===== src/rtl/ext_bus_reg_slave_pkg.sv =====
// Shared definitions for the external-bus register slave: register indices,
// FSM state type and byte-lane merge helpers.
package ext_bus_pkg;

   localparam int IDX_CTRL     = 0;
   localparam int IDX_PEND     = 1;
   localparam int IDX_MASK     = 2;
   localparam int IDX_STATUS   = 3;
   localparam int IDX_SCRATCH0 = 4;

   typedef enum logic [1:0] {IDLE, WAIT, ACK} state_t;

   // Operates on the widest legal bus (32 bits, 4 lanes); callers pad/truncate.
   function automatic logic [31:0] be_merge(input logic [31:0] old_v,
                                            input logic [31:0] new_v,
                                            input logic [3:0]  be);
      logic [31:0] m;
      for (int k = 0; k < 4; k++) m[8*k +: 8] = {8{be[k]}};
      return (old_v & ~m) | (new_v & m);
   endfunction

   function automatic logic [15:0] sat_inc(input logic [15:0] v);
      return (v == 16'hFFFF) ? v : v + 16'd1;
   endfunction

endpackage


===== src/rtl/ext_bus_reg_slave_irq_bank.sv =====
// Interrupt bank: rising-edge detect on irq_src, sticky write-1-to-clear PEND,
// MASK register and a registered level irq.
module ext_bus_irq_bank
   import ext_bus_pkg::*;
#(
   parameter int NUM_IRQ = 4
)(
   input  logic               clk,
   input  logic               reset,
   input  logic [NUM_IRQ-1:0] irq_src,
   input  logic [NUM_IRQ-1:0] clr,
   input  logic               mask_we,
   input  logic [NUM_IRQ-1:0] mask_d,
   output logic [NUM_IRQ-1:0] pend,
   output logic [NUM_IRQ-1:0] mask,
   output logic               irq
);

   logic [NUM_IRQ-1:0] src_d;
   logic [NUM_IRQ-1:0] edge_det;

   assign edge_det = irq_src & ~src_d;

   // A new edge wins over a clear of the same bit in the same cycle.
   always_ff @(posedge clk or posedge reset) begin
      if (reset) begin
         src_d <= '0;
         pend  <= '0;
         mask  <= '0;
         irq   <= 1'b0;
      end else begin
         src_d <= irq_src;
         pend  <= (pend & ~clr) | edge_det;
         if (mask_we) mask <= mask_d;
         irq   <= |(pend & mask);
      end
   end

endmodule


===== src/rtl/ext_bus_reg_slave.sv =====
// Register-file slave on the HPS external bus bridge conduit.
// Optional EXT_BUS_STATS_EN adds a read/write counter register at index NUM_REGS.
module ext_bus_reg_slave
   import ext_bus_pkg::*;
#(
   parameter int ADDR_W      = 17,
   parameter int DATA_W      = 32,
   parameter int NUM_REGS    = 8,
   parameter int WAIT_STATES = 1,
   parameter int CTRL_W      = 8,
   parameter logic [DATA_W-1:0] CTRL_RST = '0,
   parameter int NUM_IRQ     = 4
)(
   input  logic                clk,
   input  logic                reset,
   input  logic                bus_enable,
   input  logic                rw,
   input  logic [ADDR_W-1:0]   address,
   input  logic [DATA_W/8-1:0] byte_enable,
   input  logic [DATA_W-1:0]   write_data,
   output logic [DATA_W-1:0]   read_data,
   output logic                acknowledge,
   output logic                irq,
   output logic [CTRL_W-1:0]   ctrl_out,
   input  logic [NUM_IRQ-1:0]  irq_src,
   input  logic [DATA_W-1:0]   status_in
);

   localparam int BE_W  = DATA_W / 8;
   localparam int IDX_W = ADDR_W - 2;
   localparam int NSCR  = NUM_REGS - IDX_SCRATCH0;

   state_t                       state;
   logic [3:0]                   cnt;
   logic [IDX_W-1:0]             idx_q;
   logic                         rw_q;
   logic [BE_W-1:0]              be_q;
   logic [DATA_W-1:0]            wdata_q;

   logic [DATA_W-1:0]            ctrl_q;
   logic [NSCR-1:0][DATA_W-1:0]  scratch_q;
   logic [NUM_IRQ-1:0]           pend, mask, clr, mask_d;
   logic                         mask_we;

   logic [IDX_W-1:0]             rd_idx;
   logic [DATA_W-1:0]            rd_val;
   logic [DATA_W-1:0]            be_bits;
   logic                         wr_fire;
   logic                         unused_addr_lsb;

   assign unused_addr_lsb = ^address[1:0];
   assign ctrl_out        = ctrl_q[CTRL_W-1:0];
   assign wr_fire         = (state == ACK) && !rw_q;
   assign be_bits         = DATA_W'(be_merge(32'h0, 32'hFFFF_FFFF, 4'(be_q)));

   // With zero wait states ACK is entered straight from IDLE, before the latch.
   assign rd_idx = (state == IDLE) ? address[ADDR_W-1:2] : idx_q;

`ifdef EXT_BUS_STATS_EN
   localparam int NUM_IDX = NUM_REGS + 1;
   logic [15:0] rd_cnt, wr_cnt;
   logic        in_range;

   assign in_range = idx_q < IDX_W'(NUM_IDX);

   // The access being acknowledged is included in the count it may return.
   always_ff @(posedge clk or posedge reset) begin
      if (reset) begin
         rd_cnt <= '0;
         wr_cnt <= '0;
      end else if (state == ACK && in_range) begin
         if (!rw_q && idx_q == IDX_W'(NUM_REGS)) begin
            rd_cnt <= '0;
            wr_cnt <= '0;
         end else if (rw_q) begin
            rd_cnt <= sat_inc(rd_cnt);
         end else begin
            wr_cnt <= sat_inc(wr_cnt);
         end
      end
   end
`endif

   always_comb begin
      rd_val = '0;
      if (rd_idx == IDX_W'(IDX_CTRL))   rd_val = ctrl_q;
      if (rd_idx == IDX_W'(IDX_PEND))   rd_val = DATA_W'(pend);
      if (rd_idx == IDX_W'(IDX_MASK))   rd_val = DATA_W'(mask);
      if (rd_idx == IDX_W'(IDX_STATUS)) rd_val = status_in;
      for (int i = 0; i < NSCR; i++)
         if (rd_idx == IDX_W'(IDX_SCRATCH0 + i)) rd_val = scratch_q[i];
`ifdef EXT_BUS_STATS_EN
      if (rd_idx == IDX_W'(NUM_REGS)) rd_val = DATA_W'({wr_cnt, sat_inc(rd_cnt)});
`endif
   end

   always_ff @(posedge clk or posedge reset) begin
      if (reset) begin
         state       <= IDLE;
         cnt         <= '0;
         idx_q       <= '0;
         rw_q        <= 1'b0;
         be_q        <= '0;
         wdata_q     <= '0;
         acknowledge <= 1'b0;
         read_data   <= '0;
      end else begin
         acknowledge <= 1'b0;
         read_data   <= '0;
         case (state)
            IDLE: begin
               if (bus_enable) begin
                  idx_q   <= address[ADDR_W-1:2];
                  rw_q    <= rw;
                  be_q    <= byte_enable;
                  wdata_q <= write_data;
                  cnt     <= 4'(WAIT_STATES);
                  if (WAIT_STATES == 0) begin
                     state       <= ACK;
                     acknowledge <= 1'b1;
                     if (rw) read_data <= rd_val;
                  end else begin
                     state <= WAIT;
                  end
               end
            end
            WAIT: begin
               if (cnt == 4'd1) begin
                  state       <= ACK;
                  acknowledge <= 1'b1;
                  if (rw_q) read_data <= rd_val;
               end else begin
                  cnt <= cnt - 4'd1;
               end
            end
            ACK:     state <= IDLE;
            default: state <= IDLE;
         endcase
      end
   end

   // Writes land on the edge that closes ACK.
   always_ff @(posedge clk or posedge reset) begin
      if (reset) begin
         ctrl_q    <= CTRL_RST;
         scratch_q <= '0;
      end else if (wr_fire) begin
         if (idx_q == IDX_W'(IDX_CTRL))
            ctrl_q <= DATA_W'(be_merge(32'(ctrl_q), 32'(wdata_q), 4'(be_q)));
         for (int i = 0; i < NSCR; i++)
            if (idx_q == IDX_W'(IDX_SCRATCH0 + i))
               scratch_q[i] <= DATA_W'(be_merge(32'(scratch_q[i]), 32'(wdata_q), 4'(be_q)));
      end
   end

   assign clr     = (wr_fire && idx_q == IDX_W'(IDX_PEND)) ? NUM_IRQ'(wdata_q & be_bits) : '0;
   assign mask_we = wr_fire && idx_q == IDX_W'(IDX_MASK);
   assign mask_d  = NUM_IRQ'(be_merge(32'(mask), 32'(wdata_q), 4'(be_q)));

   ext_bus_irq_bank #(.NUM_IRQ(NUM_IRQ)) u_irq_bank (
      .clk     (clk),
      .reset   (reset),
      .irq_src (irq_src),
      .clr     (clr),
      .mask_we (mask_we),
      .mask_d  (mask_d),
      .pend    (pend),
      .mask    (mask),
      .irq     (irq)
   );

endmodule


===== config.mk =====
export PLATFORM = sky130hd
export DESIGN_NAME = ext_bus_reg_slave
export DESIGN_NICKNAME = d
export VERILOG_FILES = /design/src/rtl/ext_bus_reg_slave_pkg.sv /design/src/rtl/ext_bus_reg_slave_irq_bank.sv /design/src/rtl/ext_bus_reg_slave.sv
export SDC_FILE = /design/constraint.sdc
export NUM_CORES = 1
export LEC_CHECK = 0
export CORE_MARGIN = 2
export CORE_UTILIZATION = 32
export CTS_BUF_LIST = sky130_fd_sc_hd__clkbuf_8
export CTS_CLUSTER_DIAMETER = 200
export DETAILED_ROUTE_END_ITERATION = 7
export GPL_TIMING_DRIVEN = 0
export PLACE_DENSITY_LB_ADDON = 0.2
export REMOVE_ABC_BUFFERS = 1
export SETUP_SLACK_MARGIN = 0.2
export SLEW_MARGIN = 20
export SYNTH_ARGS = -nofsm -noshare
export SYNTH_HDL_FRONTEND = slang
export SYNTH_SLANG_ARGS = --single-unit

===== constraint.sdc =====
create_clock -name clk -period 13.68 [get_ports clk]
set_input_delay 2.736 -clock clk [delete_from_list [all_inputs] [get_ports clk]]
set_output_delay 2.736 -clock clk [all_outputs]
set_load 0.005 [all_outputs]

==> results, run 1 <==
- The largest net degree at the start of global routing is 97.
- The synthesized design contains 264 register bits.
- From bottom edge to top edge, the die measures 191 um.
- STA classifies the critical path endpoint as a register.
- The analysis attributes to cell leakage a power of 6.44 nW.
- The mux share of post-synthesis cell area is 21.6%.
- For the worst setup path, the data required time is 14.11 ns.
- The mean post-synth cell area is 13.5 um^2.
- Among all flip-flop cells after synthesis, the most frequent one is dfrtp_1.
- The flow ran to the end, and the final reports show no timing, DRC or antenna violations.
- The fraction of the cycle the final worst path needs is 40.3%.
- The wire length of the first global-routing pass is 47,300 um.
- For the pin with the worst max-slew slack, the measured transition is 1.05 ns.
- The final RePlAce weighted congestion is 0.788.
- The share of final-layout standard cells stronger than drive strength 1 is 31.8%.
- The number of setup buffers added after CTS is 0.
- The number of antenna-violating nets in the routed design is 0.
- In this run, CTS created clock tree buffers numbering 46.
- For the final database, setup skew stands at 0.0186 ns.
- In the final timing run, aggregate negative setup slack is 0 ns.
- The cell count after synthesis came out at 832.
- For this run, the share of the core covered by cells in the final layout is 41.0%.
- The worst reg2reg path depth is 7.
- After clock tree synthesis, the flow added hold-fix buffers numbering 0.
- The starting density of the core is 32.4%.
- The CTS tree is done.
- The arrival time of data at the critical path endpoint is 5.95 ns.
- The area share of the largest cell type after synthesis is 59.0%.
- The share of async-settable or async-resettable flops after synthesis is 100%.
- The HPWL after detailed placement is 19,900 um.
- The number of inserted diodes is 0.
- The area added between synthesis and finish is 26.3%.
- The number of top-level pins is 135.
- The clock tree root driver cell is clkbuf_8.
- CTS saw 264 sinks.
- After detailed routing, the number of vias per cell comes to 5.07.
- The worst-case IR drop observed on VDD is 0.0760 mV.
- The smallest clock period supported by the final layout is computed as 5.51 ns.
- The class of the most critical setup path is primary input to register.
- The total detailed-routing wirelength is 29,900 um.
- The clock passes through at most 3 buffers.
- The number of hold violations in the final report is 0.
- Setup repair after global routing left no endpoint under its margin.
- Setup violations remaining at the end of the flow were counted as 0.
- The total number of nets in the final design is 1,082.
- In this run, synthesis inferred 0 flip-flops with an integrated enable.
- The cell taking the most area after synthesis is dfrtp_1.
- Clock-pin slew was measured on the worst setup and hold paths at 0.06 ns.
- By area the synthesized netlist is led by dfrtp_1, mux2_2, a221oi_1, o31ai_1, o21ai_0.
- After synthesis, the largest family of logic cells by area is multiplexers.
- The tool flagged a number of max-cap violations equal to 0.
- The clock network latency to the later pin of the worst-skew pair is 0.57 ns.
- After Yosys synthesis, and, or, nand and nor cells account for 6.39% of the synthesized area.
- Detailed routing inserted a total of 7,459 vias.
- The number of detailed-route iterations in the first pass is 4.
- In this run the standard cell core region covers 34,500 um^2.
- The depth of the worst hold-timing path is 2.
- The adder-cell share of the synthesized area is 0.223%.
- The filler cells instantiated in the layout total 3,304.
- The synthesized netlist devotes 10.2% of its cell area to compound gates.
- The placed instance area is 13,300 um^2.
- The post-route cell area is 14,200 um^2.
- The DRC violation count after routing is 0.
- The ratio of total power to cell area is 121 nW/um^2.
- CTS built an H-tree with a depth of 2.
- The count of input and output buffers is 132.
- The row count is 68.
- The unique cell type count in the Yosys netlist is 57.
- In this run the worst path has a maximum fanout of 12.
- STA classifies the critical path startpoint as a primary input.
- The number of antenna violations at the first check in global routing is 0.
- The number of max-slew violations in the final report is 0.
- The aggregate global-route resource usage is 16.9%.
- Sequential cells were found to cover 59.0% of the synthesized design area.
- The maximum clock frequency is 0.181 GHz.
- The via count of the first global-routing pass came to 8,222.
- In this run the horizontal extent of the chip is 191 um.
- The routed length per placed instance is 20.3 um.
- Yosys printed 0 warnings.
- The total grt overflow is 0.
- The count of instances resized after the clock tree is built is 0.
- The type of the tightest min-delay check is register to register.
- The cell area after synthesis is 11,200 um^2.
- The fraction of synthesized cell area in xor and xnor cells is 0.156%.
- Headroom to the max-slew limit came out at 29.5%.
- The die covers 36,500 um^2.
- The number of DRC markers after the initial detailed-route iteration is 371.
power breakdown:
| group | total, W | leakage [nW] | internal, W | switching [W] |
|---|---|---|---|---|
| Sequential | 0.000885 | 3.53 | 0.000823 | 0.0000612 |
| Combinational | 0.000143 | 2.40 | 0.0000764 | 0.0000663 |
| Clock | 0.000684 | 0.507 | 0.000367 | 0.000318 |
| Total | 0.00171 | 6.44 | 0.00127 | 0.000445 |
through the flow:
stage	worst slack, ns	instances	total power (W)	hold WS [ns]
5_1_grt	8.01	1471	0.00180	0.497
4_1_cts	8.24	1471	0.00175	0.480
2_1_floorplan	3.68	785	0.000958	0.445
3_5_place_dp	7.63	1394	0.00104	0.466
3_3_place_gp	-0.102	1372	0.00104	0.462
6_report	8.17	1471	0.00171	0.476
kinds of logic after synthesis:
kind of cell	count (synthesis)
and+or+nand+nor	133
AOI/OAI and AO/OA	160
xor gates and xnor gates	2
adders and majority gates	2
muxes	214
DFF	264
buffers and inverters	57
cells in the mapped netlist (5+ instances only):
master and count:
o31ai_1 33, nand3_1 8, clkbuf_1 27, dfrtp_1 264
nand2_1 48, o21ai_0 38, nand2_2 11, a22o_1 7
and2_1 5, nor2_1 16, o22ai_1 28, nor3_1 6
buf_2 9, inv_1 10, mux2_1 6, buf_4 8
mux2_2 206, nor4_1 5, a221oi_1 29, and3_1 5
area by class of cell:
type / count / area, um^2 / area share [%]
Clock buffer: 56 / 771 / 5.45
Clock inverter: 21 / 92.6 / 0.654
Inverter: 10 / 45.0 / 0.318
Multi-Input combinational cell: 511 / 4390 / 31.0
Sequential cell: 264 / 6610 / 46.7
Tap cell: 455 / 569 / 4.02
Timing Repair Buffer: 154 / 1680 / 11.9
layout by cell type, fill, tap and decap left out, types with 2 or more instances in the layout:
| master | n |
|---|---|
| dfrtp_1 | 264 |
| mux2_2 | 206 |
| clkdlybuf4s50_1 | 132 |
| clkbuf_8 | 56 |
| nand2_1 | 48 |
| o21ai_0 | 38 |
| o31ai_1 | 33 |
| a221oi_1 | 28 |
| o22ai_1 | 28 |
| inv_1 | 26 |
| nor2_1 | 16 |
| nand2_2 | 11 |
| buf_16 | 8 |
| a22o_1 | 7 |
| nand3_1 | 6 |
| nor3_1 | 6 |
| mux2_1 | 6 |
| buf_2 | 6 |
| nor4_1 | 5 |
| and3_1 | 5 |
| nand2b_1 | 4 |
| nor3b_1 | 4 |
| a21oi_1 | 4 |
| a32oi_1 | 4 |
| and2_1 | 4 |
| buf_8 | 4 |
| nor2_4 | 3 |
| a2111oi_0 | 3 |
| nor4_2 | 2 |
| or3_1 | 2 |
| nand4_1 | 2 |
| or2_1 | 2 |
| mux2_4 | 2 |
| a31oi_1 | 2 |
| nand3_2 | 2 |
| a22oi_1 | 2 |
| inv_8 | 2 |
| ha_1 | 2 |
| clkinv_2 | 2 |
| buf_6 | 2 |
worst max-delay path, stage by stage:
cell and delay [ns]:
clkdlybuf4s50_1 0.42, nor4_1 0.54, nor3b_1 0.60, nor2_1 0.26, o31ai_4 0.67, buf_6 0.28
a221oi_1 0.07, o31ai_1 0.38
routing by layer:
metal / up-vias / part of all wire [%] / wire [um] / global-route usage [%]
li1: 3404 / - / - / -
met4: 0 / 2.1 / 618 / 5.09
met3: 52 / 4.3 / 1300 / 3.25
met2: 164 / 48 / 14200 / 27.9
met5: - / 0 / 0 / 0
met1: 3839 / 46 / 13700 / 22.6
final timing paths:
check	start	end	slack [ns]
min	register	read_data[27]$_DFF_PP0_	0.48
max in group asynchronous	reset	asynchronous set/reset pin	10.12
max	address[6]	read_data[31]$_DFF_PP0_	8.17
min reg2reg	register	read_data[27]$_DFF_PP0_	0.48
max reg2reg	state[0]$_DFFE_PP0P_	read_data[31]$_DFF_PP0_	10.33
min in group asynchronous	reset	cnt[0]$_DFFE_PP0P_	2.56
(Power assumes the default switching activity.)
==> inputs of run 2 (changes only) <==
- clock period: 13.68 -> 5.35 ns (I/O delays scaled with it)
==> results of run 2 <==
The final DEF is identical to that of run 1. Status: finished, final reports clean.
Main changes from that run: setup slack after placement 7.63 ns -> 0.970 ns; setup slack after layout 8.17 ns -> 1.50 ns; register-to-register setup slack 10.33 ns -> 2.00 ns; total power 0.00171 W -> 0.00438 W; worst IR drop on VDD 0.0760 mV -> 0.194 mV
==> inputs of run 3 (changes only) <==
- clock period: 5.35 -> 3.4 ns (I/O delays scaled with it)
==> results, run 3 (same netlist as run 1, synthesis figures left out) <==
- The worst reg2reg path depth is 7 (unchanged).
- The max-slew headroom at the worst pin is 51.9% (+22 points).
- The count of input and output buffers is 132 (unchanged).
- The worst register-to-register path begins at idx_q[8]$_DFFE_PP0P_.
- The routed length per placed instance is 20.3 um (-0.23%).
- The minimum setup slack after placement is -0.590 ns.
- The path class of the tightest hold or removal check is register to register.
- The maximum clock frequency is 0.326 GHz.
- The total grt overflow is 0 (unchanged).
- The summed negative setup slack over all endpoints is 0 ns (unchanged).
- The number of hold violations in the final report is 0 (unchanged).
- The number of antenna-violating nets in the routed design is 0 (unchanged).
- The area growth from synthesis to layout is 26.9%.
- Setup repair after global routing left no endpoint under its margin.
- The horizontal extent of the die is 191 um (unchanged).
- The final RePlAce weighted congestion is 0.788 (unchanged).
- The buffer depth of the longest clock path came to 3 (unchanged).
- The final standard cell utilization of the core was 41.2% (+0.21 points).
- For hold timing, the worst endpoint is read_data[27]$_DFF_PP0_.
- The number of top-level pins is 135 (unchanged).
- The number of DRC markers after the initial detailed-route iteration is 372 (+0.27%).
- For the finished layout, the period the worst path requires is 3.06 ns.
- The most common library cell in the layout ignoring fill and taps is dfrtp_1.
- After layout, the worst path uses 90.1% of the clock period.
- The routed via count is 7,446 (-0.17%).
- The endpoint of the worst-slack reg-to-reg timing path is read_data[11]$_DFF_PP0_.
- TritonCTS built the clock tree.
- The number of antenna violations at the first check in global routing is 0 (unchanged).
- The total number of nets in the final design is 1,084 (+0.18%).
- The wire length of the first global-routing pass is 47,300 um (about the same).
- The data required time of the worst path is 3.85 ns.
- The hold-fix buffer count after cts is 0 (unchanged).
- The clock-pin slew reported for the worst setup and hold paths after clock tree synthesis is 0.06 ns (about the same).
- Data arrives at the worst endpoint at 3.51 ns.
- The share of final-layout standard cells stronger than drive strength 1 is 32.6% (+0.82 points).
- The DRC violation count after routing is 0 (unchanged).
- The kind of start point of the critical path is a primary input.
- Setup slack on the worst reg-to-reg path comes out at 0.41 ns.
- The final clock skew came to 0.0193 ns (+0.000730 ns).
- The core area is 34,500 um^2 (unchanged).
- The detailed-route vias per instance is 5.05 (-0.31%).
- The starting density of the core is 32.4% (unchanged).
- The cell leakage power came to 6.46 nW (+0.31%).
- The number of detailed-route iterations in the first pass is 4 (unchanged).
- The total number of H-tree levels is 2 (unchanged).
- The pin slew with the least headroom to its limit is 0.721 ns (-0.328 ns).
- The number of max-slew violations in the final report was 0 (unchanged).
- The number of inserted diodes is 0 (unchanged).
- The depth of the worst hold-timing path is 2 (unchanged).
- The clock tree root driver cell is clkbuf_8.
- The via count of the first global-routing pass came to 8,201 (-0.26%).
- The ratio of total power to cell area is 485 nW/um^2.
- The largest net degree at the start of global routing is 97 (unchanged).
- STA classifies the critical path endpoint as a register.
- The post-route cell area is 14,200 um^2 (+0.50%).
- The number of clock buffers inserted by TritonCTS is 46 (unchanged).
- The flow ran to the end, and the final reports show no timing, DRC or antenna violations.
- The height of the die came to 191 um (unchanged).
- The number of failing setup endpoints in the final timing report is 0 (unchanged).
- The number of filler cells placed in the layout is 3,293 (-0.33%).
- The aggregate global-route resource usage is 17.0% (about the same).
- IR analysis of the VDD net gives a maximum drop of 0.305 mV.
- The placed instance area came to 13,300 um^2 (unchanged).
- The final critical-path setup slack is 0.337 ns.
- The half-perimeter wire length of the detailed placement result is 19,900 um (unchanged).
- The number of maximum-capacitance constraint violations is 0 (unchanged).
- The row count came to 68 (unchanged).
- The clock network latency to the later pin of the worst-skew pair is 0.58 ns (about the same).
- The critical path is of the primary input to register type.
- The number of sinks driven by the clock tree is 264 (unchanged).
- In the layout the commonest cells are dfrtp_1, mux2_2, clkdlybuf4s50_1, clkbuf_8, nand2_1.
- The total detailed-routing wirelength is 29,900 um (about the same).
- The total die area was 36,500 um^2 (unchanged).
- The maximum fanout count along the critical path came to 11 (-1).
==> run 3: cell type report <==
cell class / instances / area, um^2 / area share (%)
clock buffers: 56 / 771 / 5.42
clock inverters: 21 / 92.6 / 0.651
well taps: 455 / 569 / 4.00
inverters: 10 / 45.0 / 0.317
multi-input cells: 511 / 4430 / 31.2
flip-flops and latches: 264 / 6610 / 46.4
repair buffers: 156 / 1710 / 12.0
==> run 3: repair_timing <==
action | CTS | global route
gates resized for setup | 3 | 5
pin swaps | 1 | 0
endpoints found under the setup margin | 75 | 28
buffers inserted | 2 | 0
==> run 3: worst max path at each step <==
stage / to / slack [ns] / depth (start not counted) / startpoint
final: read_data[5]$_DFF_PP0_ / 0.34 / 9 / address[4]
after global routing: read_data[11]$_DFF_PP0_ / 0.20 / 7 / idx_q[8]$_DFFE_PP0P_
after CTS: read_data[22]$_DFF_PP0_ / 0.22 / 10 / state[0]$_DFFE_PP0P_
after detailed placement: read_data[31]$_DFF_PP0_ / -0.59 / 8 / address[7]
after global placement: wdata_q[4]$_DFFE_PP0P_ / -8.33 / 2 / reset
after floorplan: asynchronous set/reset pin / -4.55 / 1 / reset
==> run 3: through the flow <==
stage	power [W]	hold slack (ns)	std cells
floorplan	0.00385	0.445	785
global placement	0.00417	0.462	1372
detailed placement	0.00420	0.466	1394
CTS	0.00703	0.478	1473
global route	0.00725	0.497	1473
finish	0.00690	0.476	1473
==> run 3: power by group <==
part           total [W]  switching (W)  internal, W
combinational   0.000580       0.000269     0.000310
clock            0.00275        0.00128      0.00148
sequential       0.00357       0.000253      0.00331
total            0.00690        0.00180      0.00510
==> run 3: routing by layer <==
| metal | up-vias | wire length, um | global-route usage, % |
|---|---|---|---|
| li1 | 3414 | - | - |
| met1 | 3825 | 13800 | 22.7 |
| met2 | 160 | 14200 | 28.0 |
| met3 | 47 | 1280 | 3.25 |
| met4 | 0 | 576 | 4.94 |
| met5 | - | 0 | 0 |
==> run 3: critical path, stage by stage <==
cell and delay, ns:
clkdlybuf4s50_1 0.61, or4b_2 0.63, o31ai_2 0.20, o221ai_4 0.48, o31ai_4 0.19, buf_4 0.19
buf_8 0.15, a221oi_1 0.06, o31ai_1 0.31
